==> src/rtl/fpu_sqrt_rec_pkg.sv <==
// Shared types and width-parametrised helpers for the digit-recurrence square-root unit.
package fpu_sqrt_rec_pkg;

  typedef enum logic [2:0] {
    fsqrt_idle_st,
    fsqrt_check_exc_st,
    fsqrt_exceptional_st,
    fsqrt_load_st,
    fsqrt_iter_st,
    fsqrt_round_st,
    fsqrt_result_valid_st
  } e_fsqrt_st;

  function automatic int fsqrt_bias(input int exp_w);
    return (1 << (exp_w - 1)) - 1;
  endfunction

  // Canonical quiet NaN: exponent all ones, fraction MSB set, positive sign.
  function automatic logic [127:0] fsqrt_qnan(input int exp_w, input int man_w);
    logic [127:0] q;
    q = '0;
    for (int i = 0; i < exp_w; i++) q[man_w + i] = 1'b1;
    q[man_w - 1] = 1'b1;
    return q;
  endfunction

endpackage

==> src/rtl/fpu_isqrt_core.sv <==
// Restoring radix-2 integer square root of a 2N-bit radicand, one root bit per step.
module fpu_isqrt_core #(
  parameter int N = 25
) (
  input  logic           clk,
  input  logic           load,
  input  logic           step,
  input  logic [2*N-1:0] radicand,
  output logic [N-1:0]   root,
  output logic           remainder_nz
);

  logic [2*N-1:0] rad_q;
  logic [N+1:0]   rem_q;
  logic [N+3:0]   rem_ext;
  logic [N+3:0]   sub;
  logic [N+3:0]   trial;
  logic           keep;

  always_comb begin
    rem_ext = {rem_q, rad_q[2*N-1 -: 2]};
    sub     = {2'b00, root, 2'b01};
    trial   = rem_ext - sub;
    keep    = (rem_ext >= sub);
  end

  // NOTE: pure datapath is not reset; load always initialises it before any step is consumed.
  // NOTE: non-blocking assignments so every register samples pre-edge values of its peers.
  always_ff @(posedge clk) begin
    if (load) begin
      rad_q <= radicand;
      rem_q <= '0;
      root  <= '0;
    end else if (step) begin
      rad_q <= {rad_q[2*N-3:0], 2'b00};
      rem_q <= (N+2)'(keep ? trial : rem_ext);
      root  <= {root[N-2:0], keep};
    end
  end

  assign remainder_nz = |rem_q;

endmodule

==> src/rtl/fpu_sqrt_rec.sv <==
// IEEE-754 square root with RNE rounding: FSM, operand classification, exponent path and rounding.
module fpu_sqrt_rec
  import fpu_sqrt_rec_pkg::*;
#(
  parameter int                     EXP_W = 8,
  parameter int                     MAN_W = 23,
  parameter logic [EXP_W+MAN_W:0]   QNAN  = (EXP_W+MAN_W+1)'(fsqrt_qnan(EXP_W, MAN_W))
) (
  input  logic                   clk,
  input  logic                   rst,
  input  logic                   start,
  input  logic [EXP_W+MAN_W:0]   a,
  output logic [EXP_W+MAN_W:0]   result,
  output logic                   done,
  output logic                   busy,
  output logic                   invalid,
  output logic                   inexact
);

  localparam int W     = 1 + EXP_W + MAN_W;
  localparam int N     = MAN_W + 2;
  localparam int CNT_W = $clog2(N + 1);
  localparam int BIAS  = fsqrt_bias(EXP_W);

  typedef logic signed [EXP_W:0] sexp_t;

  e_fsqrt_st            state, next_state;
  logic [W-1:0]         a_q;
  logic [EXP_W-1:0]     res_exp_q;
  logic [CNT_W-1:0]     cnt_q;

  logic                 sign_a, exp_zero, exp_ones, frac_nz, is_exc;
  logic [EXP_W-1:0]     exp_a;
  logic [MAN_W-1:0]     frac_a;
  logic [W-1:0]         exc_result;
  logic                 exc_invalid;

  sexp_t                e_unb, e_adj, e_res;
  logic                 e_odd;
  logic [N-1:0]         m_al;
  logic [2*N-1:0]       radicand;

  logic [N-1:0]         root;
  logic                 remainder_nz;
  logic                 guard, sticky, round_up, carry;
  logic [MAN_W-1:0]     frac_rnd;
  logic [EXP_W-1:0]     exp_rnd;

  assign sign_a   = a_q[W-1];
  assign exp_a    = a_q[W-2:MAN_W];
  assign frac_a   = a_q[MAN_W-1:0];
  assign exp_zero = (exp_a == '0);
  assign exp_ones = &exp_a;
  assign frac_nz  = |frac_a;
  assign is_exc   = exp_zero | exp_ones | sign_a;

  // NaN takes priority over sign; zero/denormal keeps its sign rather than becoming invalid.
  always_comb begin
    exc_result  = a_q;
    exc_invalid = 1'b0;
    if (exp_ones && frac_nz) begin
      exc_result  = QNAN;
      exc_invalid = ~frac_a[MAN_W-1];
    end else if (exp_zero) begin
      exc_result  = {sign_a, {(W-1){1'b0}}};
    end else if (sign_a) begin
      exc_result  = QNAN;
      exc_invalid = 1'b1;
    end
  end

  always_comb begin
    e_unb    = sexp_t'({1'b0, exp_a}) - sexp_t'(BIAS);
    e_odd    = e_unb[0];
    e_adj    = e_unb - sexp_t'(e_odd);
    e_res    = (e_adj >>> 1) + sexp_t'(BIAS);
    m_al     = e_odd ? {1'b1, frac_a, 1'b0} : {1'b0, 1'b1, frac_a};
    radicand = {m_al, {N{1'b0}}};
  end

  fpu_isqrt_core #(.N(N)) u_core (
    .clk          (clk),
    .load         (state == fsqrt_load_st),
    .step         (state == fsqrt_iter_st),
    .radicand     (radicand),
    .root         (root),
    .remainder_nz (remainder_nz)
  );

  // Root lies in [1,2), so a rounding carry can only arise from an all-ones fraction.
  always_comb begin
    guard    = root[0];
    sticky   = remainder_nz;
    round_up = guard & (sticky | root[1]);
    frac_rnd = root[N-2:1] + MAN_W'(round_up);
    carry    = root[N-1] & (&root[N-2:1]) & round_up;
    exp_rnd  = res_exp_q + EXP_W'(carry);
  end

  // NOTE: every variable gets a default first so no path can infer a latch.
  always_comb begin
    next_state = state;
    unique case (state)
      fsqrt_idle_st:         if (start) next_state = fsqrt_check_exc_st;
      fsqrt_check_exc_st:    next_state = is_exc ? fsqrt_exceptional_st : fsqrt_load_st;
      fsqrt_exceptional_st:  next_state = fsqrt_result_valid_st;
      fsqrt_load_st:         next_state = fsqrt_iter_st;
      fsqrt_iter_st:         if (cnt_q == '0) next_state = fsqrt_round_st;
      fsqrt_round_st:        next_state = fsqrt_result_valid_st;
      fsqrt_result_valid_st: if (!start) next_state = fsqrt_idle_st;
      default:               next_state = fsqrt_idle_st;
    endcase
  end

  always_ff @(posedge clk) begin
    if (rst) begin
      state   <= fsqrt_idle_st;
      result  <= '0;
      invalid <= 1'b0;
      inexact <= 1'b0;
    end else begin
      state <= next_state;
      if (state == fsqrt_exceptional_st) begin
        result  <= exc_result;
        invalid <= exc_invalid;
        inexact <= 1'b0;
      end else if (state == fsqrt_round_st) begin
        result  <= {1'b0, exp_rnd, frac_rnd};
        invalid <= 1'b0;
        inexact <= guard | sticky;
      end
    end
  end

  always_ff @(posedge clk) begin
    if (state == fsqrt_idle_st && start) a_q <= a;
    if (state == fsqrt_load_st) begin
      res_exp_q <= EXP_W'(e_res);
      cnt_q     <= CNT_W'(N - 1);
    end else if (state == fsqrt_iter_st) begin
      cnt_q     <= cnt_q - 1'b1;
    end
  end

  assign done = (state == fsqrt_result_valid_st);
  assign busy = (state != fsqrt_idle_st);

endmodule
==> config.mk <==
export PLATFORM = sky130hd
export DESIGN_NAME = fpu_sqrt_rec
export DESIGN_NICKNAME = d
export VERILOG_FILES = /design/src/rtl/fpu_sqrt_rec_pkg.sv /design/src/rtl/fpu_isqrt_core.sv /design/src/rtl/fpu_sqrt_rec.sv
export SDC_FILE = /design/constraint.sdc
export NUM_CORES = 1
export LEC_CHECK = 0
export BUFFER_PORTS_ARGS = -buffer_cell sky130_fd_sc_hd__buf_2
export CAP_MARGIN = 20
export CORE_MARGIN = 4
export CORE_UTILIZATION = 25
export DETAILED_ROUTE_END_ITERATION = 16
export MAX_ROUTING_LAYER = met4
export PLACE_DENSITY = 0.51
export REMOVE_ABC_BUFFERS = 1
export SLEW_MARGIN = 10
export SYNTH_ARGS = -nofsm -noshare
export SYNTH_HDL_FRONTEND = slang
export SYNTH_SLANG_ARGS = --single-unit
==> constraint.sdc <==
create_clock -name clk -period 2.9 [get_ports clk]
set_clock_uncertainty 0.15 [all_clocks]
set_input_delay 0.58 -clock clk [delete_from_list [all_inputs] [get_ports clk]]
set_output_delay 0.58 -clock clk [all_outputs]
set_load 0.02 [all_outputs]
# Yosys cells after proc, flatten, opt, wreduce, memory -nomap -nowiden
# Index checks and enable logic that the tools add are counted.
# classes
reduce_logical	15
n_mux	19
div_mod_pow	0
eq_ne	9
n_addsub	7
n_shift	0
bitwise_logic	8
magnitude_cmp	1
multipliers	0
# ops
operator	n
two-way mux 32 bit	4
two-way mux 50 bit	2
two-way mux 31 bit	1
>= comparator 29 x 27 -> 1 bit	1
two-way mux 27 bit	1
OR reduction 27 bit	1
subtractor 27 bit	1
two-way mux 25 bit	1
adder 23 x 1 -> 23 bit	1
AND reduction 23 bit	1
OR reduction 23 bit	1
case mux 3 bit (6 select lines)	1
== test 3 bit, second input constant	3
two-way mux 3 bit	3
subtractor 8 x 7 -> 9 bit, second input constant	1
subtractor 9 x 2 -> 9 bit	1
adder 8 x 1 -> 8 bit	1
adder 8 bit, second input constant	1
zero test 8 bit	1
AND reduction 8 bit	1
== test 3 x 2 -> 1 bit, second input constant	2
two-way mux 1 bit	6
!= test 2 bit, second input constant	3
zero test 5 bit	1
11 further kinds	19
# totals
out_inout_bits	36
input_bits	35
word_cells	69
romBits	0
latch_bits	0
n_memories	0
regBits	159
ram_bits	0

# Depth between registers and ports, before layout
# logic_depth
word_depth	7
depth_mapped	15
mapped_depth_nobuf	15

# Modules after synthesis
# A second synthesis with hierarchy kept.
# unflattened
cells_unflattened	1046
hier_area_um2	10311.1
# modules_own_cells
module	cells_each	instances	seq_area_each_um2	area_per_inst_um2
fpu_isqrt_core	589	1	2542.4	5874.4
fpu_sqrt_rec	457	1	2042.0	4436.8

# Least setup slack after synthesis
# OpenSTA, ideal clock, no wires.
# synth_timing
kind	register to register
start	register a_q[23]
end	register res_exp_q[7] (data pin)
required_ns	2.593
setup_slack_ns	-0.169
setup_ns	0.157
n_path_buf	2
t_arrival_ns	2.762
period_less_slack_ns	3.069
stages_incl_launch_ff	13
path_cell_list	edfxtp_1 buf_1 buf_1 inv_1 ha_1 inv_1 ha_1 nand2b_1 nand2b_1 or4_1 nand3_1 a21oi_1 nor3_1
# synth_via
elab_chain_len	3
# synth_rtl
item	line	rtl
from (decl)	fpu_sqrt_rec.sv:28	logic [W-1:0] a_q;
from (signal assigned)	fpu_sqrt_rec.sv:136	if (state == fsqrt_idle_st && start) a_q <= a;
subtractor 8 x 7 -> 9 bit	fpu_sqrt_rec.sv:73	e_unb = sexp_t'({1'b0, exp_a}) - sexp_t'(BIAS);
subtractor 9 x 2 -> 9 bit	fpu_sqrt_rec.sv:75	e_adj = e_unb - sexp_t'(e_odd);
adder 8 bit	fpu_sqrt_rec.sv:76	e_res = (e_adj >>> 1) + sexp_t'(BIAS);
named net e_res[7]	fpu_sqrt_rec.sv:38	sexp_t e_unb, e_adj, e_res;
to (signal assigned)	fpu_sqrt_rec.sv:138	res_exp_q <= EXP_W'(e_res);
to (decl)	fpu_sqrt_rec.sv:29	logic [EXP_W-1:0] res_exp_q;
# The timed path passes the listed nets, and every way through them passes these cells.
# A chain may end at the register's enable or synchronous reset.

# Worst setup path in the final report
# layout_timing
start	register u_core.rem_q[8]
end	register u_core.rem_q[24]
# layout_via
elab_chain_len	2
elab_cells_between_ends	3
classes_between	add/sub (1); order compare (1); mux (1)
# layout_rtl
item	line	rtl
from (decl)	fpu_isqrt_core.sv:14	logic [N+1:0] rem_q;
from (signal assigned)	fpu_isqrt_core.sv:36	rem_q <= (N+2)'(keep ? trial : rem_ext);
subtractor 27 bit / >= comparator 29 x 27 -> 1 bit (equally long branches)	fpu_isqrt_core.sv:23, fpu_isqrt_core.sv:24	
two-way mux 27 bit *	fpu_isqrt_core.sv:36	
# Every way passes the cells marked *; elsewhere a longest branch is shown, timed or not.

==> impl_metrics.json <==
{
  "outcome": "finished, final reports clean",
  "tns_ns": 0,
  "viasPerCell": 4.85,
  "rows": 67,
  "setup_viol_count_final": 0,
  "cp.required_ns": 3.05,
  "min_path_cells": 1,
  "min_from": "a[8]",
  "numCtsBuffers": 17,
  "placedCellCount": 1518,
  "muxShareOfSynthArea_pct": 5.05,
  "p_leak_nw": 4.54,
  "postRouteAntennaNets": 0,
  "synth_area_um2": 8530,
  "cp-end-kind": "flop",
  "min_to": "a_q[8]$_DFFE_PP_",
  "start_util_pct": 25.4,
  "synth_xor_area_share_pct": 6.68,
  "r2r_slack_ns": 0.07,
  "synth_seq_area_share_pct": 45.0,
  "wl_per_cell_um": 16.4,
  "fin_util_pct": 34.1,
  "hold_viol": 0,
  "fin_cells": 1556,
  "fmax_mhz": 354,
  "num_antenna_cells": 0,
  "cts_tree": "yes",
  "r2r_start": "u_core.rem_q[8]$_SDFFE_PP0P_",
  "tightest_slew_ns": 0.833,
  "drv_slew": 0,
  "cts-root-buf": "clkbuf_16",
  "async_flop_share_pct": 0,
  "ys_top_cells_by_area": "edfxtp_1, dfxtp_1, ha_1",
  "cts_max_level": 4,
  "synth_cell_types": 57,
  "first_global_vias": 7293,
  "die_y_um": 193,
  "synth-seq-cells": 159,
  "portBuffers": 70,
  "vias": 7545,
  "hold_class": "input pin to flop",
  "clockBufferDepth": 2,
  "drt-total-wl_um": 25600,
  "dp_slack_ns": -0.181,
  "synth_top_area_share_pct": 22.9,
  "grt_max_degree": 51,
  "synth_cells": 921,
  "timing.final.ws_setup_ns": 0.0745,
  "synthAdderAreaFrac_pct": 5.28,
  "fillers": 3439,
  "drive_gt1_share_pct": 30.1,
  "fin_area_um2": 11500,
  "finalPower_mw": 13.2,
  "synth_edf_count": 65,
  "startpoint_type": "flop",
  "firstDrtPassIters": 4,
  "grt_setup_unrepaired": "true",
  "dieArea_um2": 37100,
  "peakVddDrop_v": 0.000575,
  "clkLatencyLatePin_ns": 0.43,
  "post-route-min-period_ns": 2.83,
  "synth-main-ff-cell": "dfxtp_1",
  "r2r_cells": 11,
  "relSlewSlack_pct": 44.5,
  "antenna_found_initial": 0,
  "overflow": 0,
  "drc": 0,
  "reg2reg_to": "u_core.rem_q[24]$_SDFFE_PP0P_",
  "dpl_cell_area_um2": 10200,
  "cellPowerDensity_nw_per_um2": 1150,
  "layout.nets": 1166,
  "hold_slack_ns": 0.167,
  "ys_warn_count": 0,
  "fin_crit_sh_pct": 97.4,
  "cp.arrival_ns": 2.98,
  "pin_count": 71,
  "place_hpwl_um": 18600,
  "synth_top_family_by_area": "simple AND/OR/NAND/NOR gates",
  "seq_area_um2": 3860,
  "max_cap_violations": 0,
  "grt_use_total_pct": 14.0,
  "multi_input_area_um2": 4830,
  "gp_congestion": 0.851,
  "area_delta_synth_final_pct": 34.5,
  "yosys.area_share.simple_pct": 17.0,
  "cp_max_fo": 7,
  "syn-mean-instance-area_um2": 9.26,
  "path_class": "flop to flop",
  "drtIter0Drc": 461,
  "synth_compound_area_share_pct": 16.7,
  "clk_pin_slew_ns": 0.07,
  "grt_first_pass_wirelength_um": 39900,
  "cts_sinks": 159,
  "die_x_um": 193,
  "core_um2": 33600,
  "yosysTopAreaCell": "edfxtp_1"
}
[flip-flops by register name (all words and copies together) (netlist names)]
| signal | count |
|---|---|
| inexact | 1 |
| invalid | 1 |
| u_core.root | 25 |
| res_exp_q | 8 |
| result | 32 |
| cnt_q | 5 |
| a_q | 32 |
| u_core.rad_q | 25 |
| u_core.rem_q | 27 |
| state | 3 |
[power by group]
group          internal [mW]  switching (mW)  total [mW]
combinational           3.72            3.91        7.63
clock                   1.35           0.934        2.29
sequential              2.89           0.429        3.32
[Yosys cell counts, types with 7 or more instances]
cell,number
edfxtp_1,65
mux2i_1,43
clkbuf_1,39
nand2_1,90
nand3_1,32
nor3_1,41
a221oi_1,15
o21ai_0,50
nor2_1,69
nand4_1,10
o22ai_1,28
dfxtp_1,94
a32oi_1,7
o21ai_1,23
xor2_1,17
ha_1,36
a31oi_1,8
inv_1,40
a21oi_1,43
a211oi_1,9
nand2b_1,8
and3_1,14
nor4_1,17
xnor2_1,48
[metal layers]
metal  wire [µm]  vias up  global-route usage [%]
met3         919       33                    2.48
met5           0        -                       -
li1            -     3729                       -
met1       12100     3634                    18.5
met2       12000      149                    21.9
met4         548        0                    4.42
[worst max-delay path, stage by stage, from the launching register on]
cell and delay (ns):
dfxtp_2 0.33, buf_6 0.12, ha_4 0.21, a21o_1 0.17, a211o_1 0.27, o311ai_4 0.35
o21ai_2 0.14, a311oi_4 0.40, buf_6 0.18, buf_16 0.13, mux2i_1 0.18, o21ai_1 0.07
[layout make-up]
type | instances | share of cell area [%]
Clock buffer | 18 | 3.74
Clock inverter | 14 | 1.46
Inverter | 43 | 1.41
Multi-Input combinational cell | 670 | 42.1
Sequential cell | 159 | 33.7
Tap cell | 448 | 4.89
Timing Repair Buffer | 204 | 12.8
[repair_timing]
item / in CTS / in global routing
gates resized for setup: 17 / 97
hold buffers: 0 / 0
pin swaps: 7 / 46
cloned: 1 / 1
endpoints found under the setup margin: 44 / 53
setup buffers: 1 / 3
[worst max-delay path by stage]
stage	endpoint	cells past startpoint	slack [ns]	start
2_1_floorplan	u_core.rad_q[25]$_SDFFCE_PP0P_	5	-2.07	state[2]$_SDFFE_PP0P_
3_3_place_gp	result[9]$_SDFFE_PP0N_	12	-0.18	u_core.rem_q[3]$_SDFFE_PP0P_
3_5_place_dp	result[29]$_SDFFE_PP0N_	13	-0.18	u_core.root[8]$_SDFFE_PP0P_
4_1_cts	u_core.rem_q[24]$_SDFFE_PP0P_	11	-0.05	u_core.root[4]$_SDFFE_PP0P_
5_1_grt	result[27]$_SDFFE_PP0N_	15	-0.05	u_core.rem_q[7]$_SDFFE_PP0P_
6_report	u_core.rem_q[24]$_SDFFE_PP0P_	11	0.07	u_core.rem_q[8]$_SDFFE_PP0P_
[layout by cell type (no fill, tap or decap), drive strengths merged, types with 14 or more instances in the layout]
cell type / n
buf: 203
dfxtp: 94
nand2: 90
o21ai: 74
nor2: 69
edfxtp: 65
xnor2: 48
mux2i: 43
a21oi: 43
nor3: 41
inv: 41
ha: 36
nand3: 32
o22ai: 28
clkbuf: 19
xor2: 17
nor4: 17
a221oi: 15
and3: 14
[cell families after synthesis]
group | Yosys count
compound gates | 220
xor+xnor | 65
fa+ha+maj | 36
buf+inv | 92
flops | 159
mux | 43
simple gates | 306
No activity file was read; power rests on OpenSTA's default activity.
